===== src/rtl/bird_pkg.sv =====
// Shared types and fixed-point constants for the bird motion controller.
package bird_pkg;

    typedef enum logic [1:0] {
        IDLE   = 2'd0,
        FLYING = 2'd1,
        DYING  = 2'd2,
        OVER   = 2'd3
    } bird_state_e;

    localparam int HIT_LEFT   = 3;
    localparam int HIT_TOP    = 2;
    localparam int HIT_RIGHT  = 1;
    localparam int HIT_BOTTOM = 0;

    localparam int FP_SHIFT = 6;
    localparam int Y_FP_W   = 17;
    localparam int SPEED_W  = 12;

endpackage


===== src/rtl/bird_motion_ctrl_if.sv =====
// Frame/event inputs and position/visibility outputs of the bird motion controller.
interface bird_motion_ctrl_if;

    logic               startOfFrame;
    logic               flapPulse;
    logic               restartPulse;
    logic               collision;
    logic [3:0]         HitEdgeCode;
    logic signed [10:0] topLeftX;
    logic signed [10:0] topLeftY;
    logic               showBird;
    logic               birdDead;
    logic [3:0]         hitEdges;

    modport master (
        output startOfFrame, flapPulse, restartPulse, collision, HitEdgeCode,
        input  topLeftX, topLeftY, showBird, birdDead, hitEdges
    );

    modport slave (
        input  startOfFrame, flapPulse, restartPulse, collision, HitEdgeCode,
        output topLeftX, topLeftY, showBird, birdDead, hitEdges
    );

endinterface


===== src/rtl/bird_hit_accumulator.sv =====
// Per-frame OR-latch of flap and collision events; the snapshot includes the
// current cycle so events coincident with startOfFrame close out the old frame.
module bird_hit_accumulator (
    input  logic       clk,
    input  logic       reset,
    input  logic       sof,
    input  logic       restart,
    input  logic       flap_pulse,
    input  logic       collision,
    input  logic [3:0] hit_edge_code,
    output logic       snap_flap,
    output logic       snap_hit,
    output logic [3:0] snap_edges
);

    logic       flap_q;
    logic       hit_q;
    logic [3:0] edges_q;

    always_ff @(posedge clk or posedge reset) begin
        if (reset) begin
            flap_q  <= 1'b0;
            hit_q   <= 1'b0;
            edges_q <= '0;
        end else if (restart || sof) begin
            flap_q  <= 1'b0;
            hit_q   <= 1'b0;
            edges_q <= '0;
        end else begin
            flap_q  <= snap_flap;
            hit_q   <= snap_hit;
            edges_q <= snap_edges;
        end
    end

    assign snap_flap  = flap_q | flap_pulse;
    assign snap_hit   = hit_q | collision;
    assign snap_edges = edges_q | (collision ? hit_edge_code : 4'b0000);

endmodule


===== src/rtl/bird_motion_ctrl.sv =====
// Game-state FSM with once-per-frame flap/gravity physics for the bird sprite.
//
// state  | meaning
// IDLE   | waiting at start position for the first flap
// FLYING | physics active, collisions and floor are fatal
// DYING  | frozen, blinking for DEAD_FRAMES frames
// OVER   | hidden and frozen until restart
module bird_motion_ctrl
    import bird_pkg::*;
#(
    parameter int INITIAL_X    = 160,
    parameter int INITIAL_Y    = 200,
    parameter int GRAVITY      = 16,
    parameter int FLAP_SPEED   = 256,
    parameter int MAX_FALL     = 512,
    parameter int FLOOR_Y      = 448,
    parameter int DEAD_FRAMES  = 60,
    parameter int BLINK_FRAMES = 8
) (
    input  logic               clk,
    input  logic               reset,
    bird_motion_ctrl_if.slave  bus
);

    localparam int DEAD_W  = $clog2(DEAD_FRAMES + 1);
    localparam int BLINK_W = $clog2(BLINK_FRAMES + 1);

    localparam logic signed [Y_FP_W-1:0]  Y_START    = Y_FP_W'(INITIAL_Y << FP_SHIFT);
    localparam logic signed [Y_FP_W-1:0]  Y_FLOOR    = Y_FP_W'(FLOOR_Y << FP_SHIFT);
    localparam logic signed [Y_FP_W:0]    Y_SUM_MAX  = (Y_FP_W+1)'((1 << (Y_FP_W-1)) - 1);
    localparam logic signed [Y_FP_W:0]    Y_SUM_MIN  = (Y_FP_W+1)'(-(1 << (Y_FP_W-1)));
    localparam logic signed [SPEED_W:0]   GRAV_W     = (SPEED_W+1)'(GRAVITY);
    localparam logic signed [SPEED_W:0]   MAX_FALL_W = (SPEED_W+1)'(MAX_FALL);
    localparam logic signed [SPEED_W-1:0] FLAP_W     = SPEED_W'(-FLAP_SPEED);
    localparam logic [DEAD_W-1:0]         DEAD_LOAD  = DEAD_W'(DEAD_FRAMES);
    localparam logic [BLINK_W-1:0]        BLINK_LOAD = BLINK_W'(BLINK_FRAMES);

    bird_state_e                state_q, state_d;
    logic signed [Y_FP_W-1:0]   y_q, y_d;
    logic signed [SPEED_W-1:0]  spd_q, spd_d;
    logic [DEAD_W-1:0]          dead_q, dead_d, dead_n;
    logic [BLINK_W-1:0]         blink_q, blink_d, blink_n;
    logic                       show_q, show_d;
    logic [3:0]                 hit_q, hit_d;

    logic                       sof, restart;
    logic                       snap_flap, snap_hit;
    logic [3:0]                 snap_edges;

    logic signed [SPEED_W:0]    spd_grav;
    logic signed [SPEED_W-1:0]  spd_new;
    logic signed [Y_FP_W:0]     y_sum;
    logic signed [Y_FP_W-1:0]   y_sat;
    logic signed [Y_FP_W-1:0]   phys_y;
    logic signed [SPEED_W-1:0]  phys_spd;
    logic                       phys_floor;

    assign sof     = bus.startOfFrame;
    assign restart = bus.restartPulse;

    bird_hit_accumulator u_acc (
        .clk           (clk),
        .reset         (reset),
        .sof           (sof),
        .restart       (restart),
        .flap_pulse    (bus.flapPulse),
        .collision     (bus.collision),
        .hit_edge_code (bus.HitEdgeCode),
        .snap_flap     (snap_flap),
        .snap_hit      (snap_hit),
        .snap_edges    (snap_edges)
    );

    always_ff @(posedge clk or posedge reset) begin
        if (reset) begin
            state_q <= IDLE;
            y_q     <= Y_START;
            spd_q   <= '0;
            dead_q  <= DEAD_LOAD;
            blink_q <= BLINK_LOAD;
            show_q  <= 1'b1;
            hit_q   <= '0;
        end else begin
            state_q <= state_d;
            y_q     <= y_d;
            spd_q   <= spd_d;
            dead_q  <= dead_d;
            blink_q <= blink_d;
            show_q  <= show_d;
            hit_q   <= hit_d;
        end
    end

    // One frame of physics: widened sums are saturated before ceiling/floor clamps.
    always_comb begin
        spd_grav = {spd_q[SPEED_W-1], spd_q} + GRAV_W;
        if (snap_flap)
            spd_new = FLAP_W;
        else if (spd_grav > MAX_FALL_W)
            spd_new = MAX_FALL_W[SPEED_W-1:0];
        else
            spd_new = spd_grav[SPEED_W-1:0];

        y_sum = {y_q[Y_FP_W-1], y_q} + {{(Y_FP_W+1-SPEED_W){spd_new[SPEED_W-1]}}, spd_new};
        if (y_sum > Y_SUM_MAX)
            y_sat = Y_SUM_MAX[Y_FP_W-1:0];
        else if (y_sum < Y_SUM_MIN)
            y_sat = Y_SUM_MIN[Y_FP_W-1:0];
        else
            y_sat = y_sum[Y_FP_W-1:0];

        phys_y     = y_sat;
        phys_spd   = spd_new;
        phys_floor = 1'b0;
        if (y_sat[Y_FP_W-1]) begin
            phys_y   = '0;
            phys_spd = '0;
        end else if (y_sat >= Y_FLOOR) begin
            phys_y     = Y_FLOOR;
            phys_floor = 1'b1;
        end
    end

    always_comb begin
        state_d = state_q;
        y_d     = y_q;
        spd_d   = spd_q;
        dead_d  = dead_q;
        blink_d = blink_q;
        show_d  = show_q;
        hit_d   = hit_q;
        dead_n  = dead_q - 1'b1;
        blink_n = blink_q - 1'b1;

        if (restart) begin
            state_d = IDLE;
            y_d     = Y_START;
            spd_d   = '0;
            dead_d  = DEAD_LOAD;
            blink_d = BLINK_LOAD;
            show_d  = 1'b1;
            hit_d   = '0;
        end else if (sof) begin
            unique case (state_q)
                IDLE, FLYING: begin
                    if (state_q == FLYING && snap_hit) begin
                        state_d = DYING;
                        hit_d   = snap_edges;
                        dead_d  = DEAD_LOAD;
                        blink_d = BLINK_LOAD;
                    end else if (state_q == FLYING || snap_flap) begin
                        state_d = FLYING;
                        y_d     = phys_y;
                        spd_d   = phys_spd;
                        if (phys_floor) begin
                            state_d           = DYING;
                            hit_d             = '0;
                            hit_d[HIT_BOTTOM] = 1'b1;
                            dead_d            = DEAD_LOAD;
                            blink_d           = BLINK_LOAD;
                        end
                    end
                end
                DYING: begin
                    dead_d  = dead_n;
                    blink_d = blink_n;
                    if (dead_n == '0) begin
                        state_d = OVER;
                        show_d  = 1'b0;
                    end else if (blink_n == '0) begin
                        show_d  = ~show_q;
                        blink_d = BLINK_LOAD;
                    end
                end
                OVER: ;
                default: ;
            endcase
        end
    end

    always_comb begin
        bus.topLeftX = 11'(INITIAL_X);
        bus.topLeftY = y_q[Y_FP_W-1:FP_SHIFT];
        bus.showBird = show_q;
        bus.birdDead = (state_q == DYING) || (state_q == OVER);
        bus.hitEdges = hit_q;
    end

endmodule


===== src/flat_wrapper.sv =====
// flat-port wrapper written by rule: the top's interface ports become plain ports
module bird_motion_ctrl_flat import bird_pkg::*;
#(
    parameter int INITIAL_X    = 160,
    parameter int INITIAL_Y    = 200,
    parameter int GRAVITY      = 16,
    parameter int FLAP_SPEED   = 256,
    parameter int MAX_FALL     = 512,
    parameter int FLOOR_Y      = 448,
    parameter int DEAD_FRAMES  = 60,
    parameter int BLINK_FRAMES = 8
)
  (clk, reset, bus_startOfFrame, bus_flapPulse, bus_restartPulse, bus_collision, bus_HitEdgeCode, bus_topLeftX, bus_topLeftY, bus_showBird, bus_birdDead, bus_hitEdges);
  bird_motion_ctrl_if bus_i ();
  input  logic clk;
  input  logic reset;
  input wire logic [$bits(bus_i.startOfFrame)-1:0] bus_startOfFrame;
  input wire logic [$bits(bus_i.flapPulse)-1:0] bus_flapPulse;
  input wire logic [$bits(bus_i.restartPulse)-1:0] bus_restartPulse;
  input wire logic [$bits(bus_i.collision)-1:0] bus_collision;
  input wire logic [$bits(bus_i.HitEdgeCode)-1:0] bus_HitEdgeCode;
  output wire logic [$bits(bus_i.topLeftX)-1:0] bus_topLeftX;
  output wire logic [$bits(bus_i.topLeftY)-1:0] bus_topLeftY;
  output wire logic [$bits(bus_i.showBird)-1:0] bus_showBird;
  output wire logic [$bits(bus_i.birdDead)-1:0] bus_birdDead;
  output wire logic [$bits(bus_i.hitEdges)-1:0] bus_hitEdges;
  assign bus_i.startOfFrame = bus_startOfFrame;
  assign bus_i.flapPulse = bus_flapPulse;
  assign bus_i.restartPulse = bus_restartPulse;
  assign bus_i.collision = bus_collision;
  assign bus_i.HitEdgeCode = bus_HitEdgeCode;
  assign bus_topLeftX = bus_i.topLeftX;
  assign bus_topLeftY = bus_i.topLeftY;
  assign bus_showBird = bus_i.showBird;
  assign bus_birdDead = bus_i.birdDead;
  assign bus_hitEdges = bus_i.hitEdges;
  bird_motion_ctrl #(.INITIAL_X(INITIAL_X), .INITIAL_Y(INITIAL_Y), .GRAVITY(GRAVITY), .FLAP_SPEED(FLAP_SPEED), .MAX_FALL(MAX_FALL), .FLOOR_Y(FLOOR_Y), .DEAD_FRAMES(DEAD_FRAMES), .BLINK_FRAMES(BLINK_FRAMES)) u_core (.clk(clk), .reset(reset), .bus(bus_i));
endmodule

===== config.mk =====
export PLATFORM = sky130hd
export DESIGN_NAME = bird_motion_ctrl_flat
export DESIGN_NICKNAME = d
export VERILOG_FILES = /design/src/rtl/bird_pkg.sv /design/src/rtl/bird_motion_ctrl_if.sv /design/src/rtl/bird_hit_accumulator.sv /design/src/rtl/bird_motion_ctrl.sv /design/src/flat_wrapper.sv
export SDC_FILE = /design/constraint.sdc
export NUM_CORES = 1
export LEC_CHECK = 0
export CAP_MARGIN = 20
export CORE_ASPECT_RATIO = 0.5
export CORE_UTILIZATION = 40
export DETAILED_ROUTE_END_ITERATION = 8
export PLACE_DENSITY_LB_ADDON = 0.1
export SLEW_MARGIN = 20
export SYNTH_ARGS = -nofsm -noshare
export SYNTH_HDL_FRONTEND = slang
export SYNTH_SLANG_ARGS = --single-unit
export TNS_END_PERCENT = 5

===== constraint.sdc =====
create_clock -name clk -period 5.64 [get_ports clk]
set_clock_uncertainty 0.05 [all_clocks]
set_input_delay 1.41 -clock clk [delete_from_list [all_inputs] [get_ports clk]]
set_output_delay 1.41 -clock clk [all_outputs]
set_load 0.005 [all_outputs]

======== Word level (Yosys, flattened, before mapping) ========
Cells that the tools add are included.
word-level totals
  flip-flop bits (word level) ............. 52
  latch bits .............................. 0
  RAM bits ................................ 0
  memory bits (read-only) ................. 0
  bits of input ports ..................... 10
  logic and storage cells ................. 105
  memories kept ........................... 0
cells by class
  add/subtract/negate cells ............... 4
  multiply operators ...................... 0
  div/mod/pow operators ................... 0
  order comparisons ....................... 4
  equality and inequality tests ........... 7
  shift operators ......................... 0
  mux-type cells .......................... 55
  bitwise logic cells ..................... 4
  reductions and logical operators ........ 21
operators with widths
  operator                                                                                count
  17-bit two-way mux                                                                      8
  12-bit two-way mux                                                                      8
  4-bit two-way mux                                                                       15
  6-bit two-way mux                                                                       5
  17-bit by 12-bit adder with 18-bit output                                               1
  18-bit by 17-bit greater-than comparator with 1-bit output (second input constant)      1
  18-bit by 17-bit < comparator with 1-bit output (second input constant)                 1
  17-bit by 16-bit greater-or-equal comparator with 1-bit output (second input constant)  1
  16-bit two-way mux                                                                      1
  4-bit AND reduction                                                                     4
  12-bit by 6-bit adder with 13-bit output (second input constant)                        1
  13-bit by 11-bit greater-than comparator with 1-bit output (second input constant)      1
  2-bit two-way mux                                                                       6
  6-bit one-hot mux with 2 select lines                                                   1
  3-bit nonzero test                                                                      4
  1-bit two-way mux                                                                       9
  4-bit by 2-bit inequality test with 1-bit output (second input constant)                2
  4-bit one-hot mux with 2 select lines                                                   1
  2-bit nonzero test                                                                      4
  6-bit logical NOT                                                                       1
  6-bit by 1-bit subtractor with 6-bit output (second input constant)                     1
  2-bit == test (second input constant)                                                   2
  4-bit logical NOT                                                                       1
  4-bit OR                                                                                1
  other kinds (12)                                                                        15

======== Depth between registers and ports, before layout ========
Gate-level depths: netlist (run 1).
  depth after elaboration ................. 17
  mapped depth ............................ 19
  gate-level depth less buffers ........... 17

======== Modules after synthesis ========
Synthesis (run 1) repeated with hierarchy kept, for this count alone.
unflattened totals
  cells, all modules ...................... 447
  area, all modules ....................... 3814.9 um2
modules (own cells, without submodules)
  module                instances  cells an instance  area an instance (um2)
  bird_motion_ctrl      1          427                3557.2
  bird_hit_accumulator  1          20                 257.7

======== Worst setup path after synthesis (run 1) ========
Ideal clock, no wire load.
  path type ............................... input -> register
  from .................................... in bus_flapPulse
  to ...................................... reg u_core.blink_q[1]
  arrival time ............................ 4.450 ns
  required time ........................... 5.465 ns
  slack ................................... 1.015 ns
  stages on the path ...................... 12
  buffers on the path ..................... 0
  cells stage by stage .................... or2_1 -> a21oi_1 -> and2_1 -> ha_1 -> a21oi_1 -> o22ai_1 -> o41ai_1 -> o21ai_0 -> xnor2_1 -> a311oi_4 -> a21oi_4 -> mux2_4
between the ends
  word-level cells in the longest chain between the ends .. 11
  elaborated cells between the ends (all ways) .. 14
RTL lines
  what                                                               line                        source
  from (decl)                                                        flat_wrapper.sv:18          input wire logic [$bits(bus_i.flapPulse)-1:0] bus_flapPulse;
  1-bit OR *                                                         bird_hit_accumulator.sv:36  assign snap_flap = flap_q | flap_pulse;
  12-bit two-way mux                                                 bird_motion_ctrl.sv:97      if (snap_flap)
  17-bit by 12-bit adder with 18-bit output                          bird_motion_ctrl.sv:104     y_sum = {y_q[Y_FP_W-1], y_q} + {{(Y_FP_W+1-SPEED_W){spd_new[SPEED_W-1]}}, spd_new};
  18-bit by 17-bit < comparator with 1-bit output                    bird_motion_ctrl.sv:107     else if (y_sum < Y_SUM_MIN)
  17-bit two-way mux                                                 bird_motion_ctrl.sv:107
  17-bit two-way mux                                                 bird_motion_ctrl.sv:105     if (y_sum > Y_SUM_MAX)
  17-bit by 16-bit greater-or-equal comparator with 1-bit output     bird_motion_ctrl.sv:118     end else if (y_sat >= Y_FLOOR) begin
  1-bit two-way mux                                                  bird_motion_ctrl.sv:118
  1-bit two-way mux                                                  bird_motion_ctrl.sv:115     if (y_sat[Y_FP_W-1]) begin
  4-bit by 2-bit inequality test with 1-bit output (no source line)  -
  4-bit AND reduction (no source line) *                             -
  to (signal assigned)                                               bird_motion_ctrl.sv:88      blink_q <= blink_d;
  to (decl)                                                          bird_motion_ctrl.sv:42      logic [BLINK_W-1:0] blink_q, blink_d, blink_n;
Every way passes the cells marked *; elsewhere a longest branch is shown, timed or not.
A chain may end at the register's enable or synchronous reset.

======== Final worst setup path (run 1) ========
  from .................................... in bus_flapPulse
  to ...................................... reg u_core.y_q[8]
between the ends
  word-level cells in the longest chain between the ends .. 14
  elaborated cells between the ends (all ways) .. 18
RTL lines
  what                                                            line                        source
  1-bit OR *                                                      bird_hit_accumulator.sv:36
  12-bit two-way mux                                              bird_motion_ctrl.sv:97
  17-bit by 12-bit adder with 18-bit output                       bird_motion_ctrl.sv:104
  18-bit by 17-bit < comparator with 1-bit output                 bird_motion_ctrl.sv:107
  17-bit two-way mux                                              bird_motion_ctrl.sv:107
  17-bit two-way mux                                              bird_motion_ctrl.sv:105
  17-bit by 16-bit greater-or-equal comparator with 1-bit output  bird_motion_ctrl.sv:118
  16-bit two-way mux                                              bird_motion_ctrl.sv:118
  17-bit two-way mux                                              bird_motion_ctrl.sv:115
  17-bit two-way mux                                              bird_motion_ctrl.sv:151     end else if (state_q == FLYING || snap_flap) begin
  17-bit two-way mux                                              bird_motion_ctrl.sv:146     if (state_q == FLYING && snap_hit) begin
  17-bit two-way mux                                              bird_motion_ctrl.sv:144     unique case (state_q)
  17-bit two-way mux                                              bird_motion_ctrl.sv:143     end else if (sof) begin
  17-bit two-way mux                                              bird_motion_ctrl.sv:135     if (restart) begin
  to (signal assigned)                                            bird_motion_ctrl.sv:85      y_q <= y_d;
  to (decl)                                                       bird_motion_ctrl.sv:39      logic signed [Y_FP_W-1:0] y_q, y_d;
Every way passes the cells marked *; elsewhere a longest branch is shown, timed or not. The select of a mux whose other input is x is not followed.

==> results of run 1 <==
==> through the flow <==
stage	setup slack [ps]	total power [mW]	hold WS [ps]	area (sq um)	std cells
CTS	468	1.65	442	4130	543
global route	181	1.76	476	4130	543
floorplan	1010	1.08	396	3700	413
detailed placement	227	1.29	426	3960	535
global placement	292	1.28	420	3960	535
finish	508	1.63	437	4130	543
==> worst max path at each step <==
stage,start,end,slack [ps],cells past startpoint
floorplan,bus_flapPulse,u_core.blink_q[1]$_DFFE_PP0P_,1010,12
global placement,bus_flapPulse,u_core.y_q[8]$_DFFE_PP0P_,290,15
detailed placement,bus_flapPulse,u_core.y_q[8]$_DFFE_PP0P_,230,15
CTS,bus_flapPulse,u_core.y_q[8]$_DFFE_PP0P_,470,15
global route,bus_flapPulse,u_core.blink_q[1]$_DFFE_PP0P_,180,14
finish,bus_flapPulse,u_core.y_q[8]$_DFFE_PP0P_,510,15
==> cell usage in the layout (no fill, tap or decap), types with 5 or more instances in the layout <==
master / Yosys / final
nor2b_1: 5 / 5
buf_4: 24 / 13
dfstp_2: 9 / 9
clkdlybuf4s50_1: 0 / 25
and2_1: 17 / 17
a22o_1: 5 / 5
clkbuf_16: 0 / 5
ha_1: 23 / 23
nor2_1: 38 / 38
o21a_1: 8 / 8
nand2_1: 35 / 35
nand3_1: 6 / 6
o211ai_1: 5 / 5
inv_1: 12 / 11
a21oi_1: 21 / 20
conb_1: 2 / 12
dfrtp_1: 42 / 42
nor3_1: 18 / 18
o21ai_0: 17 / 17
a21o_1: 5 / 5
xor2_1: 14 / 14
o21ai_2: 10 / 10
a211oi_1: 6 / 6
a31oi_1: 8 / 8
xnor2_1: 8 / 8
==> layer usage <==
metal / part of all wire, % / wire, um / vias to the layer above / GRT usage (%)
met4: 0.21 / 17 / 0 / 2.56
li1: - / - / 1449 / -
met2: 45 / 3680 / 34 / 29.1
met1: 52 / 4240 / 1347 / 26.1
met5: 0 / 0 / - / 0
met3: 2.5 / 207 / 2 / 3.73
==> flip-flops by register name (all words and copies together), names as in the netlist <==
register and flops:
u_core.y_q 16, u_core.bus.showBird 1, u_core.u_acc.hit_q 1, u_core.blink_q 4, u_core.u_acc.flap_q 1, u_core.bus.hitEdges 4
u_core.dead_q 6, u_core.state_q 2, u_core.spd_q 12, u_core.u_acc.edges_q 4
==> tightest hold or removal path, delay by kind of cell, from the launching register on <==
kind,cells,cell delay [ps]
compound gates,1,50
flops,1,320
simple gates,1,70
==> kinds of logic after synthesis <==
group	share of synthesized area, %
and+or+nand+nor	19.1
DFF	35.2
AOI/OAI and AO/OA	21.8
adders and majority gates	8.41
buffers and inverters	7.66
muxes	1.98
xor gates and xnor gates	5.71
other	0.205
==> where the power goes <==
part	switching [mW]	internal, mW
sequential	0.0568	0.430
combinational	0.452	0.341
clock	0.142	0.211
total	0.651	0.982
==> layout make-up <==
type | count | share of cell area (%)
inverter | 13 | 1.18
tap | 117 | 3.54
timing repair buffer | 38 | 8.41
sequential | 51 | 31.1
clock inverter | 3 | 1.12
clock buffer | 5 | 3.03
multi-input combinational | 316 | 51.6
==> results.toml, run 1 <==
[status]
status = "finished, final reports clean"

[synth]
synth_area_leader_cell = "dfrtp_1"
yosysSeqAreaShare_pct = 35.2
synth.distinct_cells = 63
async_flop_share_pct = 100
synth.area.top_cells = "dfrtp_1 29%, ha_1 7.9%, dfstp_2 6.5%"
synth-main-ff-cell = "dfrtp_1"
synthDominantCellAreaShare_pct = 28.7
synth.most_common_cell = "dfrtp_1"
synth_top_cells_by_count = "42 x dfrtp_1, 38 x nor2_1, 35 x nand2_1, 24 x buf_4, 23 x ha_1"
syn_area_sq_um = 3660
synthCells = 403
synth_edf_count = 0
synth.avg_cell_area_sq_um = 9.08
ys_ff_latch = 51
ys.warnings.count = 0

[floorplanning]
io-pin-count = 38
coreArea_sq_um = 8800
dieHeight_um = 69.6
placementRows = 24
die_w_um = 137
initial_core_util_pct = 41.6
dieArea_sq_um = 9560

[grt]
antenna_found_initial = 0
grt_pass1_wl_mm = 13.8
grt_remaining_overflow = 0
grt.total_usage_pct = 18.3
grt_max_degree = 52
grt_pass1_vias = 2800

[clocking]
cts_hold_buf = 0
cts_buffers = 5
clock_path_buffers = 2
cts_tree = "built"
clock-sinks = 51
cts-root-buf = "clkbuf_16"
cts-htree-levels = 2
insertion_delay_ps = 290
cts_resized = 0
clk_pin_slew_worst_paths_ps = 80
post_cts_buffers = 0

[layout]
multi_input_area_sq_um = 2130
final_core_utilization_pct = 47.0
area_growth_pct = 13.0
diodes = 0
nets = 459
drive_gt1_share_pct = 14.1
nFillCells = 874
seqCellArea_sq_um = 1290

[power]
powerDensity_nw_per_um2 = 395
p_leak_nw = 1.84
vdd_drop_max_uv = 187

[critical_path]
cp.required_ps = 5810
path_buf_inv = 2
worst_r2r_startpoint = "u_core.spd_q[4]$_DFFE_PP0P_"
ff2ff_path_depth = 18
reg2reg_slack_ps = 730
cp_slowest_cell = "nor2b_1"
path_max_fanout = 9
worst_setup_path_end_kind = "flop"
slowest_delay_ps = 490
crit_family = "compound AO/OA/AOI/OAI gates"
arrival_ps = 5300
criticalPathCategory = "input port to flop"
timing.rr.end = "u_core.y_q[8]$_DFFE_PP0P_"
cp-start-kind = "input port"
path_cells = "clkdlybuf4s50_1 -> or2_1 -> a21oi_1 -> and2_1 -> ha_1 -> fa_1 -> a21o_1 -> o21ai_0 -> a31oi_1 -> a41oi_2 -> xnor2_2 -> buf_4 -> nor2b_1 -> nor2_1 -> o21ai_2"

[placement]
hpwl_mm = 6.10
place.gp.congestion = 0.834
io_buffer_count = 25

[hold_path]
hold_path_depth = 2
min_from = "u_core.u_acc.edges_q[1]$_DFF_PP0_"
worstHoldEndpoint = "u_core.u_acc.edges_q[1]$_DFF_PP0_"
hold_path.class = "flop to flop"

[routing]
ant_nets = 0
drt-pass1-iter-count = 4
drc = 0
vias = 2832
via_per_inst = 5.22
drtIter0Drc = 78
post_drt_wl_per_cell_um = 15.0
drt-total-wl_mm = 8.14

[job]
cap_violations = 0

[timing]
setup_viol = 0
period_needed_ps = 5130
worstMarginPinSlew_ps = 687
slew_headroom_pct = 54.2
rsz0062_at_grt = "false"
hold_viol_final = 0
tns_ps = 0
fmax_ghz = 0.195
report.final.slew_viol_count = 0
finalCritPeriodShare_pct = 91.0
Power figures use the tool's default switching activity.
==> inputs of run 2 (changes only) <==
--- a/config.mk
+++ b/config.mk
@@ -6,6 +6,8 @@
 export NUM_CORES = 1
 export LEC_CHECK = 0
 export CAP_MARGIN = 20
+export CELL_PAD_IN_SITES_DETAIL_PLACEMENT = 0
+export CELL_PAD_IN_SITES_GLOBAL_PLACEMENT = 1
 export CORE_ASPECT_RATIO = 0.5
 export CORE_UTILIZATION = 40
 export DETAILED_ROUTE_END_ITERATION = 8
==> results.toml, run 2 (synthesis gave the netlist of run 1 again) <==
[grt]
grt_remaining_overflow = 0
grt_pass1_vias = 2876
grt.total_usage_pct = 19.5
antenna_found_initial = 0
grt_pass1_wl_mm = 14.3
grt_max_degree = 52

[timing]
slew_headroom_pct = 54.1
worstMarginPinSlew_ps = 689
tns_ps = 0
setup_viol = 0
finalCritPeriodShare_pct = 90.6
hold_viol_final = 0
period_needed_ps = 5110
rsz0062_at_grt = "false"
fmax_ghz = 0.196
report.final.slew_viol_count = 0

[floorplanning]
dieHeight_um = 69.6
initial_core_util_pct = 41.6
die_w_um = 137
dieArea_sq_um = 9560
coreArea_sq_um = 8800
placementRows = 24
io-pin-count = 38

[routing]
ant_nets = 0
drtIter0Drc = 86
vias = 2886
drt-pass1-iter-count = 4
drt-total-wl_mm = 8.55
drc = 0
via_per_inst = 5.33
post_drt_wl_per_cell_um = 15.8

[placement]
place_area_sq_um = 3950
io_buffer_count = 25
place.gp.congestion = 0.844
hpwl_mm = 6.46

[critical_path]
path_max_fanout = 10
worst_setup_path_end_kind = "flop"
arrival_ps = 5230
cp.required_ps = 5760
cp-start-kind = "input port"
criticalPathCategory = "input port to flop"

[clocking]
cts_hold_buf = 0
post_cts_buffers = 0
clk_pin_slew_worst_paths_ps = 70
insertion_delay_ps = 290
cts_tree = "built"
clock_path_buffers = 2
clock-sinks = 51
cts_resized = 0
cts-htree-levels = 2
cts_buffers = 5
cts-root-buf = "clkbuf_16"

[layout]
regMostFlops = "u_core.y_q"
largest_reg_flops = 16
final_common_cell = "dfrtp_1"
final_core_utilization_pct = 46.6
fin_area_sq_um = 4100
area_growth_pct = 12.0
final_cell_mix = "42 x dfrtp_1, 38 x nor2_1, 35 x nand2_1"
drive_gt1_share_pct = 13.4
largestRegisters = "u_core.y_q (16), u_core.spd_q (12), u_core.dead_q (6)"
diodes = 0
nets = 457
nFillCells = 882

[power]
p_leak_nw = 1.83
vdd_drop_max_uv = 198
powerDensity_nw_per_um2 = 389
p_total_mw = 1.60

[hold_path]
hold_path.class = "flop to flop"

[job]
cap_violations = 0

[status]
status = "finished, final reports clean"
==> run 2: final timing paths <==
kind	slack [ps]	start	depth (start not counted)	endpoint
max in group asynchronous	3500	reset	3	u_core.y_q[5]$_DFFE_PP0P_
hold / removal	440	u_core.y_q[5]$_DFFE_PP0P_	2	u_core.y_q[5]$_DFFE_PP0P_
hold reg to reg	440	u_core.y_q[5]$_DFFE_PP0P_	2	u_core.y_q[5]$_DFFE_PP0P_
min in group asynchronous	1570	reset	3	u_core.bus.hitEdges[0]$_DFFE_PP0P_
setup reg to reg	720	u_core.spd_q[4]$_DFFE_PP0P_	17	u_core.blink_q[1]$_DFFE_PP0P_
setup / recovery	530	bus_flapPulse	14	u_core.blink_q[1]$_DFFE_PP0P_
==> run 2: routing by layer <==
| metal | track usage (%) | wire length (um) | part of all wire [%] |
|---|---|---|---|
| met4 | 2.93 | 34 | 0.40 |
| met2 | 31.3 | 3770 | 44 |
| met1 | 27.3 | 4410 | 52 |
| met5 | 0 | 0 | 0 |
| met3 | 4.09 | 330 | 3.9 |
==> run 2: cell type report <==
| type | count | area (sq um) | area share (%) |
|---|---|---|---|
| tap | 117 | 146 | 3.57 |
| clock buffer | 7 | 143 | 3.48 |
| clock inverter | 1 | 8.76 | 0.214 |
| sequential | 51 | 1290 | 31.4 |
| timing repair buffer | 36 | 333 | 8.12 |
| multi-input combinational | 316 | 2130 | 52.0 |
| inverter | 13 | 48.8 | 1.19 |
==> run 2: where the power goes <==
group	internal (mW)	leakage (nW)	switching, mW
sequential	0.430	0.673	0.0589
clock	0.178	0.0741	0.140
combinational	0.330	1.08	0.458
==> run 2: through the flow <==
step | hold WS (ps) | instances | setup slack [ps]
after floorplan | 396 | 413 | 1010
final | 441 | 541 | 533
after detailed placement | 427 | 533 | 213
after global routing | 462 | 541 | 294
after global placement | 419 | 533 | 363
after CTS | 443 | 541 | 498
==> run 2: critical path, stage by stage <==
cell             delay, ps
clkdlybuf4s50_1        410
or2_1                  260
a21oi_1                320
and2_1                 190
ha_1                   190
fa_1                   230
a21o_1                 140
o21ai_0                110
a31oi_1                470
a41oi_2                220
xnor2_2                490
a311oi_4               120
a21oi_4                330
mux2_4                 330
